**src/rtl/updi_phy_tx.sv**
```systemverilog
// UPDI physical-layer transmitter: frame FIFO, format check and LSB-first serializer
// with a post-frame guard period that keeps the line driver enabled.
module updi_phy_tx #(
   parameter int unsigned CLKS_PER_BIT = 16,
   parameter int unsigned FIFO_DEPTH   = 8,
   parameter int unsigned GUARD_BITS   = 2
) (
   input  logic                          i_clk,
   input  logic                          i_rst,
   input  logic [11:0]                   i_data,
   input  logic                          i_valid,
   output logic                          o_ready,
   output logic                          o_tx,
   output logic                          o_tx_en,
   output logic                          o_busy,
   output logic [$clog2(FIFO_DEPTH):0]   o_count,
   output logic                          o_frame_err
);

   localparam int unsigned AW           = $clog2(FIFO_DEPTH);
   localparam int unsigned GUARD_CYCLES = GUARD_BITS * CLKS_PER_BIT;
   localparam logic [15:0] BIT_LAST     = 16'(CLKS_PER_BIT - 1);
   localparam logic [23:0] GUARD_LAST   = (GUARD_CYCLES == 0) ? 24'd0 : 24'(GUARD_CYCLES - 1);
   localparam logic [AW:0] PTR_ONE      = (AW + 1)'(1);

   typedef enum logic [1:0] {StIdle, StShift, StGuard} state_e;

   state_e      state_q, state_d;
   logic [11:0] shreg_q, shreg_d;
   logic [15:0] bit_cnt_q, bit_cnt_d;
   logic [3:0]  bit_idx_q, bit_idx_d;
   logic [23:0] guard_cnt_q, guard_cnt_d;
   logic [AW:0] wr_ptr_q, wr_ptr_d;
   logic [AW:0] rd_ptr_q, rd_ptr_d;
   logic        frame_err_q, frame_err_d;
   logic [11:0] fifo_mem_q [FIFO_DEPTH];

   logic        empty, full, accept, frame_ok, push, pop;
   logic [11:0] head;

   assign empty    = (wr_ptr_q == rd_ptr_q);
   assign full     = (wr_ptr_q[AW] != rd_ptr_q[AW]) &&
                     (wr_ptr_q[AW-1:0] == rd_ptr_q[AW-1:0]);
   assign head     = fifo_mem_q[rd_ptr_q[AW-1:0]];
   assign o_ready  = !full && !i_rst;
   assign accept   = i_valid && o_ready;
   assign frame_ok = (i_data[0] == 1'b0) && (i_data[11:10] == 2'b11) &&
                     ((^i_data[8:1]) == i_data[9]);
   assign push     = accept && frame_ok;

   assign o_count     = wr_ptr_q - rd_ptr_q;
   assign o_frame_err = frame_err_q;
   assign o_busy      = (state_q != StIdle);
   assign o_tx_en     = (state_q != StIdle);
   assign o_tx        = (state_q == StShift) ? shreg_q[0] : 1'b1;

   always_comb begin
      wr_ptr_d    = wr_ptr_q;
      rd_ptr_d    = rd_ptr_q;
      frame_err_d = accept && !frame_ok;
      if (push) wr_ptr_d = wr_ptr_q + PTR_ONE;
      if (pop)  rd_ptr_d = rd_ptr_q + PTR_ONE;
   end

   always_comb begin
      state_d     = state_q;
      shreg_d     = shreg_q;
      bit_cnt_d   = bit_cnt_q;
      bit_idx_d   = bit_idx_q;
      guard_cnt_d = guard_cnt_q;
      pop         = 1'b0;
      unique case (state_q)
         StIdle: begin
            if (!empty) begin
               pop       = 1'b1;
               shreg_d   = head;
               bit_cnt_d = '0;
               bit_idx_d = '0;
               state_d   = StShift;
            end
         end
         StShift: begin
            if (bit_cnt_q == BIT_LAST) begin
               bit_cnt_d = '0;
               shreg_d   = {1'b1, shreg_q[11:1]};
               if (bit_idx_q == 4'd11) begin
                  bit_idx_d = '0;
                  // Chain straight into the next frame so the line never idles between frames.
                  if (!empty) begin
                     pop     = 1'b1;
                     shreg_d = head;
                  end else if (GUARD_BITS > 0) begin
                     guard_cnt_d = '0;
                     state_d     = StGuard;
                  end else begin
                     state_d = StIdle;
                  end
               end else begin
                  bit_idx_d = bit_idx_q + 4'd1;
               end
            end else begin
               bit_cnt_d = bit_cnt_q + 16'd1;
            end
         end
         StGuard: begin
            if (!empty) begin
               pop       = 1'b1;
               shreg_d   = head;
               bit_cnt_d = '0;
               bit_idx_d = '0;
               state_d   = StShift;
            end else if (guard_cnt_q == GUARD_LAST) begin
               state_d = StIdle;
            end else begin
               guard_cnt_d = guard_cnt_q + 24'd1;
            end
         end
         default: state_d = StIdle;
      endcase
   end

   always_ff @(posedge i_clk) begin
      if (i_rst) begin
         state_q     <= StIdle;
         shreg_q     <= '1;
         bit_cnt_q   <= '0;
         bit_idx_q   <= '0;
         guard_cnt_q <= '0;
         wr_ptr_q    <= '0;
         rd_ptr_q    <= '0;
         frame_err_q <= 1'b0;
      end else begin
         state_q     <= state_d;
         shreg_q     <= shreg_d;
         bit_cnt_q   <= bit_cnt_d;
         bit_idx_q   <= bit_idx_d;
         guard_cnt_q <= guard_cnt_d;
         wr_ptr_q    <= wr_ptr_d;
         rd_ptr_q    <= rd_ptr_d;
         frame_err_q <= frame_err_d;
      end
   end

   // Storage needs no reset: the pointers define which entries are live.
   always_ff @(posedge i_clk) begin
      if (push) fifo_mem_q[wr_ptr_q[AW-1:0]] <= i_data;
   end

endmodule

```
**config.mk**
```make
export PLATFORM = sky130hd
export DESIGN_NAME = updi_phy_tx
export DESIGN_NICKNAME = d
export VERILOG_FILES = /design/src/rtl/updi_phy_tx.sv
export SDC_FILE = /design/constraint.sdc
export NUM_CORES = 1
export LEC_CHECK = 0
export ABC_CLOCK_PERIOD_IN_PS = 3500
export BUFFER_PORTS_ARGS = -buffer_cell sky130_fd_sc_hd__buf_2
export CAP_MARGIN = 10
export CORE_MARGIN = 2
export CORE_UTILIZATION = 61
export CTS_CLUSTER_DIAMETER = 80
export CTS_CLUSTER_SIZE = 8
export DETAILED_ROUTE_END_ITERATION = 16
export PLACE_DENSITY = 0.83
export SETUP_SLACK_MARGIN = 0.2
export SYNTH_ARGS = -nofsm -noshare
export SYNTH_HDL_FRONTEND = slang
export SYNTH_SLANG_ARGS = --single-unit
```
**constraint.sdc**
```tcl
create_clock -name i_clk -period 3.5 [get_ports i_clk]
set_clock_uncertainty 0.05 [all_clocks]
set_input_delay 0 -clock i_clk [delete_from_list [all_inputs] [get_ports i_clk]]
set_output_delay 0 -clock i_clk [all_outputs]
set_load 0.02 [all_outputs]
```
## Word level (Yosys, flattened, before mapping)

Memory sizes are Yosys's and may differ from the RTL's. A register that Yosys moved wholly into a read port is not among the register bits.
Index checks and enable logic that the tools add are counted.

- Register bits after elaboration: 67
- Memory bits (writable): 96
- Output and inout port bits: 9
- Logic and storage cells: 88
- Memories kept: 1

Memories:

| name | words | width | read ports | clocked after memory_dff | wr ports | line | source |
|---|---|---|---|---|---|---|---|
| fifo_mem_q | 8 | 12 | 1 | 1 | 1 | 36 | `logic [11:0] fifo_mem_q [FIFO_DEPTH];` |

- $add $sub $neg: 6
- Equality and inequality tests: 18
- Muxes and demuxes: 34
- Bitwise operators: 1
- Reduce and logical (&&, ||, !) cells: 20

Operators by type and width:

| cell | number |
|---|---|
| 24-bit two-way mux | 5 |
| 12-bit two-way mux | 4 |
| 24-bit one-hot mux with 2 select lines | 1 |
| 16-bit two-way mux | 2 |
| 16-bit one-hot mux with 2 select lines | 1 |
| 24-bit by 1-bit adder with 24-bit output, second input constant | 1 |
| 24-bit by 5-bit == test with 1-bit output, second input constant | 1 |
| 12-bit one-hot mux with 2 select lines | 1 |
| 16-bit by 1-bit adder with 16-bit output, second input constant | 1 |
| 16-bit by 4-bit == test with 1-bit output, second input constant | 1 |
| 4-bit by 1-bit adder with 4-bit output, second input constant | 3 |
| 2-bit two-way mux | 6 |
| 4-bit two-way mux | 3 |
| 2-bit inequality test, second input constant | 5 |
| 4-bit one-hot mux with 2 select lines | 1 |
| 8-bit XOR reduction | 1 |
| 1-bit logical AND | 7 |
| 1-bit two-way mux | 6 |
| 3-bit two-way mux | 2 |
| 2-bit one-hot mux with 3 select lines | 1 |
| 6-bit AND reduction | 1 |
| 2-bit nonzero test | 3 |
| 5-bit AND reduction | 1 |
| 2-bit == test, second input constant | 2 |
| 16 further kinds | 19 |

## Longest topological paths before layout

Gate-level depths: netlist of the first run.

- Depth in word-level cells: 8
- Gate-level depth with buffers: 9
- Gate-level depth less buffers: 8

## Worst setup path before layout of the first run

Ideal clock, no wire load.

- Path type: flip-flop to flip-flop
- Start: register wr_ptr_q[2]
- End: memory fifo_mem_q[0][0] (enable)
- Arrival: 2.896 ns
- Required time: 3.054 ns
- Slack: 0.157 ns
- Stages on the path, launching flop included: 7
- Path buffers: 0
- Period minus slack after synthesis: 3.343 ns
- Cell sequence: dfxtp_1 -> ha_1 -> a41oi_1 -> nand2_1 -> nor3_1 -> nand2_1 -> nor3_1

- Cells in the longest elaborated chain, start to end: 8

RTL lines:

| element | line | source |
|---|---|---|
| from (decl) | 33 | `logic [AW:0] wr_ptr_q, wr_ptr_d;` |
| from (signal assigned) | 138 | `wr_ptr_q <= wr_ptr_d;` |
| 3-bit == test | 43 | `(wr_ptr_q[AW-1:0] == rd_ptr_q[AW-1:0]);` |
| 1-bit logical AND | 42 | `assign full = (wr_ptr_q[AW] != rd_ptr_q[AW]) &&` |
| 1-bit zero test | 45 | `assign o_ready = !full && !i_rst;` |
| 1-bit logical AND | 45 |  |
| named net o_ready | 12 | `output logic o_ready,` |
| 1-bit logical AND | 46 | `assign accept = i_valid && o_ready;` |
| 1-bit logical AND | 49 | `assign push = accept && frame_ok;` |
| 1-bit two-way mux | 146 | `if (push) fifo_mem_q[wr_ptr_q[AW-1:0]] <= i_data;` |
| 1-bit two-way mux (not written as such) | 146 |  |
| to (decl) | 36 |  |

The timed path passes the listed nets, and every way through them passes these cells.

## Worst setup path in the final report of the first run

- Start: register wr_ptr_q[2]
- End: memory fifo_mem_q[4][3] (enable)

- Cells in the longest elaborated chain, start to end: 8

RTL lines:

| element | line |
|---|---|
| 3-bit == test | 43 |
| 1-bit logical AND | 42 |
| 1-bit zero test | 45 |
| 1-bit logical AND | 45 |
| 1-bit logical AND | 46 |
| 1-bit logical AND | 49 |
| 1-bit two-way mux | 146 |
| 1-bit two-way mux (not written as such) | 146 |

Parallel ways exist; a longest one is shown, timed or not.

==> impl_metrics.toml, run 1 <==
[run_status]
status = "complete, but fails checks"
violations = "DRC"

[timing]
post-route-period-util_pct = 80.7
slew_violations = 0
fmax_ghz = 0.354
hold_viol = 0
worst_pin_slew_ns = 0.892
rsz0062_at_grt = "false"
tns_ns = 0
layout_min_cycle_time_ns = 2.82
setup_viol = 0
maxSlewHeadroom_pct = 39.8

[place]
placed_cell_area_um2 = 7520
dpl.hpwl_um = 9750
gp_congestion = 0.845
port_buffers = 23

[synthesis]
ys_top_cells_by_area = "edfxtp_1 40%, dfxtp_1 19%, mux4_2 7.5%"
yosys.cell_count.top_type = "edfxtp_1"
yosysSeqAreaShare_pct = 59.2
synth_edf_count = 96
yosysWarnings = 0
netlist.area_leader.share_pct = 39.8
yosysUniqueCellTypes = 58
async_flop_share_pct = 0
ys.flop_type = "edfxtp_1"
synth_largest_area_cell = "edfxtp_1"
synth.avg_cell_area_um2 = 12.4
netlist_area_um2 = 7230
ys_seq_elements = 166
synth_common_cells = "96 x edfxtp_1, 70 x dfxtp_1, 51 x nor2_1, 43 x a21oi_1, 41 x nand2_1"
synthesis.nets = 607
syn_inst = 583

[clock_network]
holdBufCountCts = 14
worstSkewPairLatency_ns = 0.44
ctsResizeCount = 0
tritoncts = "yes"
path_clk_slew_ns = 0.07
cts-htree-levels = 4
cts_root_buffer = "clkbuf_16"
numCtsBuffers = 17
clock_sinks = 166
cts_setup_buffers = 0
clock_path_buffers = 2

[routing]
wl_met2_um = 7880
wl_per_cell_um = 19.5
vias = 4851
drtAntennaViolNets = 0
wl_met1_um = 6030
drt-total-wl_um = 15200
first_iter_violations = 460
drtPass1Iterations = 12
drc = 2
wl_met3_um = 975
highest_layer = "met4"
vias_per_cell = 6.22

[floorplanning]
rows = 39
dieArea_um2 = 12700
fp.dieH_um = 113
initial_core_util_pct = 62.8
core-area_um2 = 11500
ios = 24
die_w_um = 113

[power]
p_comb_share_pct = 20.5
pwr-share-clk_pct = 35.8
cellPowerDensity_nw_per_um2 = 619
power.net_switching_mw = 1.48
internal_power_mw = 3.62
peakVddDrop_mv = 0.440
p_leak_nw = 2.76
netSwitchingFraction_pct = 29.0
p_seq_share_pct = 43.7

[flow_run]
drv_cap = 0

[critical_path]
startpoint_type = "flip-flop"
rr_worst_depth = 7
required_ns = 3.58
endpoint_kind = "flip-flop"
crit_arrival_ns = 2.90
crit_chain = "ha_1 -> a41oi_1 -> nand2_1 -> nor3_1 -> nand2_1 -> nor2_1 -> buf_4"
cp_max_fo = 12
slowest_delay_ns = 0.51
critPathKind = "flip-flop to flip-flop"
cpMostUsedCell = "nand2_1"
critPathSlowestCell = "dfxtp_1"

[hold_path]
hold_class = "primary input to flip-flop"
hold_depth = 3

[grt]
grt_pass1_wl_um = 24700
grt_overflow_total = 0
antenna_found_initial = 0
track_usage_pct = 25.5
grt_max_degree = 50
grt_pass1_vias = 4905

[final_layout]
fillers = 754
fin_area_um2 = 8240
drive_above_1_share_pct = 17.7
syn_to_final_growth_pct = 13.9
diodes = 0
nets = 648
worst max-delay path, delay by kind of cell (launching register included):
kind | cells | cell delay [ns]
buffers and inverters | 1 | 0.24
DFF | 1 | 0.51
and+or+nand+nor | 4 | 1.07
AOI/OAI and AO/OA | 1 | 0.31
adders and majority gates | 1 | 0.34
through the flow:
stage	setup slack, ns	instances	utilization, %	total power, mW	hold slack (ns)
2_1_floorplan	0.166	583	-	3.03	0.0359
3_3_place_gp	0.916	734	65.3	3.23	0.242
3_5_place_dp	0.772	734	65.3	3.29	0.261
4_1_cts	0.694	780	71.5	5.13	0.113
5_1_grt	0.487	780	71.5	5.32	0.121
6_report	0.676	780	71.5	5.10	0.119
power groups by stage:
stage                     Clock [mW]  Sequential [mW]  Combinational (mW)
after floorplan                    0             2.23               0.792
after global placement             0             2.26               0.973
after detailed placement           0             2.27                1.02
after CTS                       1.85             2.23                1.05
after global routing            1.92             2.24                1.16
final                           1.82             2.23                1.05
logic make-up after synthesis:
logic type / synth area share (%)
buf+inv: 2.47
mux: 9.69
simple gates: 13.2
flops: 59.2
compound gates: 9.25
xor+xnor: 4.53
fa+ha+maj: 1.66
metal layers:
layer / up-vias / GRT usage, %
li1: 2264 / -
met1: 2366 / 30.2
met2: 189 / 43.7
met3: 32 / 8.36
met4: 0 / 9.76
met5: - / 0
flip-flops by register name, summed over array words and instances, names as in the netlist, named ones only:
signal and count:
state_q 2, wr_ptr_q 4, bit_cnt_q 16, fifo_mem_q 96
rd_ptr_q 4, bit_idx_q 4, shreg_q 12, o_frame_err 1
guard_cnt_q 24
placed cells by master, fill, tap and decap left out, types with 11 or more instances in the layout:
master          n
a21oi_1        43
buf_2          23
buf_4          15
clkbuf_16      17
dfxtp_1        70
dlygate4sd3_1  14
edfxtp_1       96
inv_1          11
mux2i_1        16
mux4_2         24
nand2_1        41
nand3_1        17
nand4_1        14
nor2_1         51
o21ai_0        33
xnor2_1        27
path summary, 6_finish.rpt:
| check | start | end | slack (ns) |
|---|---|---|---|
| worst max-delay path | wr_ptr_q[2] | fifo_mem_q[4][3] | 0.68 |
| worst min-delay path | i_rst | wr_ptr_q[3] | 0.12 |
| worst max register to register | wr_ptr_q[2] | fifo_mem_q[4][3] | 0.68 |
| worst min register to register | shreg_q[5] | shreg_q[5] | 0.43 |
layout make-up:
| type | instances | area, µm² | area share (%) |
|---|---|---|---|
| clock buffer | 18 | 429 | 5.21 |
| multi-input combinational | 376 | 2790 | 33.8 |
| sequential | 166 | 4280 | 52.0 |
| inverter | 11 | 41.3 | 0.501 |
| timing repair buffer | 52 | 368 | 4.47 |
| tap | 143 | 179 | 2.17 |
| clock inverter | 14 | 149 | 1.81 |
Power figures use the tool's default switching activity.
==> run 2: changes to the inputs <==
ABC_AREA = 1   (was default)
ABC_CLOCK_PERIOD_IN_PS = 2700   (was 3500)
PLACE_DENSITY = 0.82   (was 0.83)
clock period = 2.7 ns   (was 3.5 ns; I/O delays follow)
==> impl_metrics.toml, run 2 <==
[run_status]
status = "completed"

[hold_path]
min_to = "bit_cnt_q[10]"
hold_depth = 3
hp-start = "i_rst"
hold_class = "primary input to flip-flop"

[routing]
wl_met2_um = 8400
wl_per_cell_um = 15.6
wl_met3_um = 1350
highest_layer = "met4"
drc = 0
vias_per_cell = 5.65
drtPass1Iterations = 5
first_iter_violations = 715
drtAntennaViolNets = 0
wl_met1_um = 7780
vias = 6475
drt-total-wl_um = 17900

[synthesis]
yosysUniqueCellTypes = 44
ys_top_cells_by_area = "edfxtp_1 36%, dfxtp_1 18%, nand2_1 11%"
async_flop_share_pct = 0
netlist.area_leader.share_pct = 36.4
ys_seq_elements = 166
yosys.cell_count.top_type = "nand2_1"
synthesis.nets = 948
synth_common_cells = "232 x nand2_1, 131 x nand3_1, 96 x edfxtp_1, 96 x nor2_1, 70 x dfxtp_1"
synth.avg_cell_area_um2 = 8.57
netlist_area_um2 = 7920
yosysWarnings = 0
yosysSeqAreaShare_pct = 54.1
syn_inst = 924
synth_edf_count = 96
synth_largest_area_cell = "edfxtp_1"
ys.flop_type = "edfxtp_1"

[critical_path]
critPathKind = "flip-flop to flip-flop"
critPathSlowestCell = "dfxtp_1"
crit_chain = "inv_1 -> ha_1 -> nand3_1 -> inv_1 -> nand2_2 -> nor3_4 -> nand3_4 -> nand2_8 -> nand3_1 -> nand2_1 -> nor2_1"
reg2reg_to = "guard_cnt_q[7]"
crit_buf_inv = 2
critPathTopFamily = "simple AND/OR/NAND/NOR gates"
critical_path.startpoint = "rd_ptr_q[2]"
cp_max_fo = 31
slowest_delay_ns = 0.38
startpoint_type = "flip-flop"
reg2reg_from = "rd_ptr_q[2]"
rrSetupSlack_ns = 0.43
endpoint_kind = "flip-flop"
crit_arrival_ns = 2.54
rr_worst_depth = 11
required_ns = 2.97

[power]
internal_power_mw = 4.16
p_comb_share_pct = 3.5
peakVddDrop_mv = 0.355
netSwitchingFraction_pct = 21.3
total_power_mw = 5.28
p_leak_nw = 3.32
p_seq_share_pct = 51.0
power.net_switching_mw = 1.13
cellPowerDensity_nw_per_um2 = 590
pwr-share-clk_pct = 45.5

[timing]
rsz0062_at_grt = "false"
worst_pin_slew_ns = 0.719
hold_viol = 0
setup_viol = 0
post-route-period-util_pct = 84.1
hold_ws_ns = 0.0583
fmax_ghz = 0.440
layout_min_cycle_time_ns = 2.27
tns_ns = 0
maxSlewHeadroom_pct = 51.8
slew_violations = 0

[grt]
track_usage_pct = 26.1
grt_pass1_wl_um = 28800
grt_pass1_vias = 5889
grt_max_degree = 39
grt_overflow_total = 0
antenna_found_initial = 0

[clock_network]
path_clk_slew_ns = 0.07
cts-htree-levels = 4
cts_root_buffer = "clkbuf_16"
clock_path_buffers = 2
worstSkewPairLatency_ns = 0.43
cts_setup_buffers = 0
tritoncts = "yes"
numCtsBuffers = 17
clock_sinks = 166

[final_layout]
drive_above_1_share_pct = 10.6
final_common_cell = "nand2_1"
diodes = 0
syn_to_final_growth_pct = 13.0
stdcell_count = 1147
largest_reg_flops = 96
nets = 986
layout_common_cells = "232 x nand2_1, 130 x nand3_1, 96 x nor2_1, 96 x edfxtp_1, 69 x dfxtp_1"

[place]
dpl.cell_count = 1102
gp_congestion = 0.913
dpl.hpwl_um = 11400
port_buffers = 23

[floorplanning]
initial_core_util_pct = 62.5
ios = 24
fp.dieH_um = 118
rows = 41
die_w_um = 118
dieArea_um2 = 13900
core-area_um2 = 12700

[flow_run]
drv_cap = 0
==> run 2: cell count changes after synthesis, sizes merged, moves of 12 or more <==
| cell | before | now |
|---|---|---|
| a21oi | 46 | 62 |
| nor2 | 51 | 101 |
| mux4 | 24 | 0 |
| nand2 | 41 | 237 |
| mux2i | 16 | 0 |
| o211ai | 0 | 12 |
| xnor2 | 27 | 7 |
| nand3 | 18 | 135 |
| inv | 11 | 67 |
==> run 2: layer usage <==
| layer | vias to the layer above | GRT usage, % |
|---|---|---|
| li1 | 3205 | - |
| met1 | 2969 | 36.1 |
| met2 | 264 | 41.4 |
| met3 | 37 | 4.60 |
| met4 | 0 | 10.1 |
| met5 | - | 0 |
==> run 2: logic make-up (layout without fill, tap and decap cells) <==
kind of cell,count (synthesis),after routing,synth area share (%)
buffers and inverters,103,154,5.40
XOR/XNOR,25,25,2.86
AND/OR/NAND/NOR,513,513,28.7
flip-flops,166,166,54.1
AO/OA/AOI/OAI,108,108,7.47
adder cells (fa/ha/maj),9,9,1.52
==> run 2: stage by stage <==
step | setup slack, ns | utilization (%) | area, µm²
floorplan | 0.335 | - | 7930
global placement | 0.464 | 64.9 | 8220
detailed placement | 0.397 | 64.9 | 8220
CTS | 0.364 | 70.5 | 8930
global route | 0.231 | 70.7 | 8950
finish | 0.428 | 70.7 | 8950
==> run 2: area by class of cell <==
| class | count | area [µm²] |
|---|---|---|
| clock inverters | 11 | 124 |
| fillers | 928 | 3720 |
| multi-input cells | 655 | 3230 |
| inverters | 68 | 255 |
| repair buffers | 54 | 380 |
| flip-flops and latches | 166 | 4290 |
| clock buffers | 21 | 460 |
| well taps | 172 | 215 |
==> run 2: worst reg2reg max path, delay by kind of cell (launching register included) <==
kind	cells	cell delay [ns]
flops	1	0.38
fa+ha+maj	1	0.35
buf+inv	2	0.14
simple gates	8	1.23
==> run 2: power by group through the flow <==
stage	Clock [mW]	Sequential, mW	Combinational (mW)
floorplan	0	2.75	0.0980
global placement	0	2.75	0.163
detailed placement	0	2.75	0.168
CTS	2.41	2.69	0.184
global route	2.52	2.69	0.207
finish	2.40	2.69	0.187
==> run 2: repair_timing <==
action	4_1_cts	5_1_grt
gates resized for setup	0	3
endpoints found under the setup margin	0	28
hold buffers	13	0
endpoints found under the hold margin	99	0
==> run 2: worst max path at each step <==
stage,endpoint,slack (ns),cells past startpoint
final,guard_cnt_q[7],0.43,11
after global placement,guard_cnt_q[0],0.46,11
after detailed placement,guard_cnt_q[15],0.40,11
after floorplan,fifo_mem_q[0][0],0.34,9
after global routing,fifo_mem_q[0][6],0.23,10
after CTS,guard_cnt_q[7],0.36,11
==> run 3: changes to the inputs <==
ABC_AREA = 0   (was 1)
ABC_CLOCK_PERIOD_IN_PS = 2000   (was 2700)
CORE_UTILIZATION = 56   (was 61)
PLACE_DENSITY = 0.8   (was 0.82)
clock period = 2 ns   (was 2.7 ns; I/O delays follow)
==> impl_metrics.toml, run 3 (synthesis results as in run 1) <==
[run_status]
status = "complete, but fails checks"
violations = "setup timing"

[final_layout]
regArea_um2 = 4300
nets = 739
final_common_cell = "edfxtp_1"
fillers = 639
layout_common_cells = "96 x edfxtp_1, 67 x buf_4, 61 x dfxtp_1"
syn_to_final_growth_pct = 39.3
diodes = 0
largest_reg_flops = 96
multi_input_area_um2 = 3490
drive_above_1_share_pct = 42.3
fin_area_um2 = 10100

[routing]
vias = 5632
drtPass1Iterations = 5
wl_met1_um = 7490
wl_met2_um = 11000
vias_per_cell = 6.26
first_iter_violations = 633
wl_met3_um = 1150
drt-total-wl_um = 20500
drtAntennaViolNets = 0
highest_layer = "met4"
wl_per_cell_um = 22.8
drc = 0

[timing]
slew_violations = 0
worst_pin_slew_ns = 0.662
layout_min_cycle_time_ns = 2.19
maxSlewHeadroom_pct = 55.9
rsz0062_at_grt = "true"
hold_viol = 0
tns_ns = -5.54
setup_viol = 100
fmax_ghz = 0.457
layout_setup_ws_ns = -0.187
post-route-period-util_pct = 109

[power]
power.net_switching_mw = 3.47
p_leak_nw = 3.46
p_comb_share_pct = 31.2
internal_power_mw = 7.44
p_seq_share_pct = 36.2
cellPowerDensity_nw_per_um2 = 1080
netSwitchingFraction_pct = 31.8
peakVddDrop_mv = 1.28
pwr-share-clk_pct = 32.6

[critical_path]
startpoint_type = "flip-flop"
endpoint_kind = "flip-flop"
reg2reg_from = "guard_cnt_q[8]"
critical_path.startpoint = "guard_cnt_q[8]"
crit_arrival_ns = 2.47
critPathKind = "flip-flop to flip-flop"
cp_max_fo = 15
required_ns = 2.28

[floorplanning]
initial_core_util_pct = 57.3
fp.dieH_um = 118
ios = 24
die_w_um = 118
rows = 41
dieArea_um2 = 13800
core-area_um2 = 12600

[place]
gp_congestion = 0.811
port_buffers = 23
pre_cts_slack_ns = -0.141
placed_cell_area_um2 = 8350
dpl.hpwl_um = 10800

[grt]
grt_overflow_total = 0
antenna_found_initial = 0
grt_pass1_vias = 5428
grt_pass1_wl_um = 28200
grt_max_degree = 50
track_usage_pct = 26.5

[clock_network]
cts-htree-levels = 4
worstSkewPairLatency_ns = 0.45
numCtsBuffers = 17
path_clk_slew_ns = 0.08
cts_root_buffer = "clkbuf_16"
tritoncts = "yes"
clock_sinks = 166
clock_path_buffers = 2

[hold_path]
hp-start = "i_valid"
hold_class = "primary input to flip-flop"

[flow_run]
drv_cap = 0
==> run 3: repair_timing <==
| item | CTS | global route |
|---|---|---|
| hold endpoints to repair | 96 | 0 |
| pin swaps | 38 | 55 |
| setup endpoints to repair | 162 | 168 |
| resized for setup | 91 | 73 |
| hold buffers | 12 | 0 |
| cloned | 6 | 2 |
| buffers inserted | 13 | 11 |
==> run 3: path summary, 6_finish.rpt <==
kind	end	slack, ns	cells after the start
setup / recovery	guard_cnt_q[17]	-0.19	7
hold reg to reg	shreg_q[3]	0.45	2
setup reg to reg	guard_cnt_q[17]	-0.19	7
hold / removal	o_frame_err	0.11	6
==> run 3: cell type report <==
| type | instances | area share, % |
|---|---|---|
| tap | 172 | 2.14 |
| clock inverter | 15 | 2.04 |
| sequential | 166 | 42.6 |
| multi-input combinational | 376 | 34.6 |
| timing repair buffer | 143 | 13.9 |
| inverter | 11 | 0.410 |
| clock buffer | 17 | 4.22 |
==> run 3: power groups by stage <==
stage | clock network [mW] | registers, mW | logic [mW]
after detailed placement | 0 | 3.95 | 2.19
final | 3.56 | 3.95 | 3.40
after floorplan | 0 | 3.92 | 1.46
after global placement | 0 | 3.94 | 2.09
after global routing | 3.70 | 3.95 | 3.56
after CTS | 3.53 | 3.89 | 2.64
==> run 3: per-stage QoR <==
step	hold slack [ns]	total power, mW	utilization (%)	cells
3_5_place_dp	0.185	6.14	66.2	824
5_1_grt	0.118	11.2	79.9	900
2_1_floorplan	-0.0182	5.38	-	583
6_report	0.108	10.9	79.9	900
4_1_cts	0.0137	10.1	76.5	887
3_3_place_gp	0.188	6.04	66.2	824
==> run 3: critical path, cell delays in order (launching register included) <==
cell      delay (ns)
dfxtp_1         0.38
nor4_1          0.44
nand4_1         0.18
o21ai_1         0.22
buf_4           0.38
a211oi_2        0.14
xnor2_1         0.19
nor2_1          0.06
==> run 3: per-layer routing <==
layer	vias up	global-route usage [%]
met1	2815	30.6
met4	0	9.19
met3	82	6.88
li1	2438	-
met5	-	0
met2	297	47.6
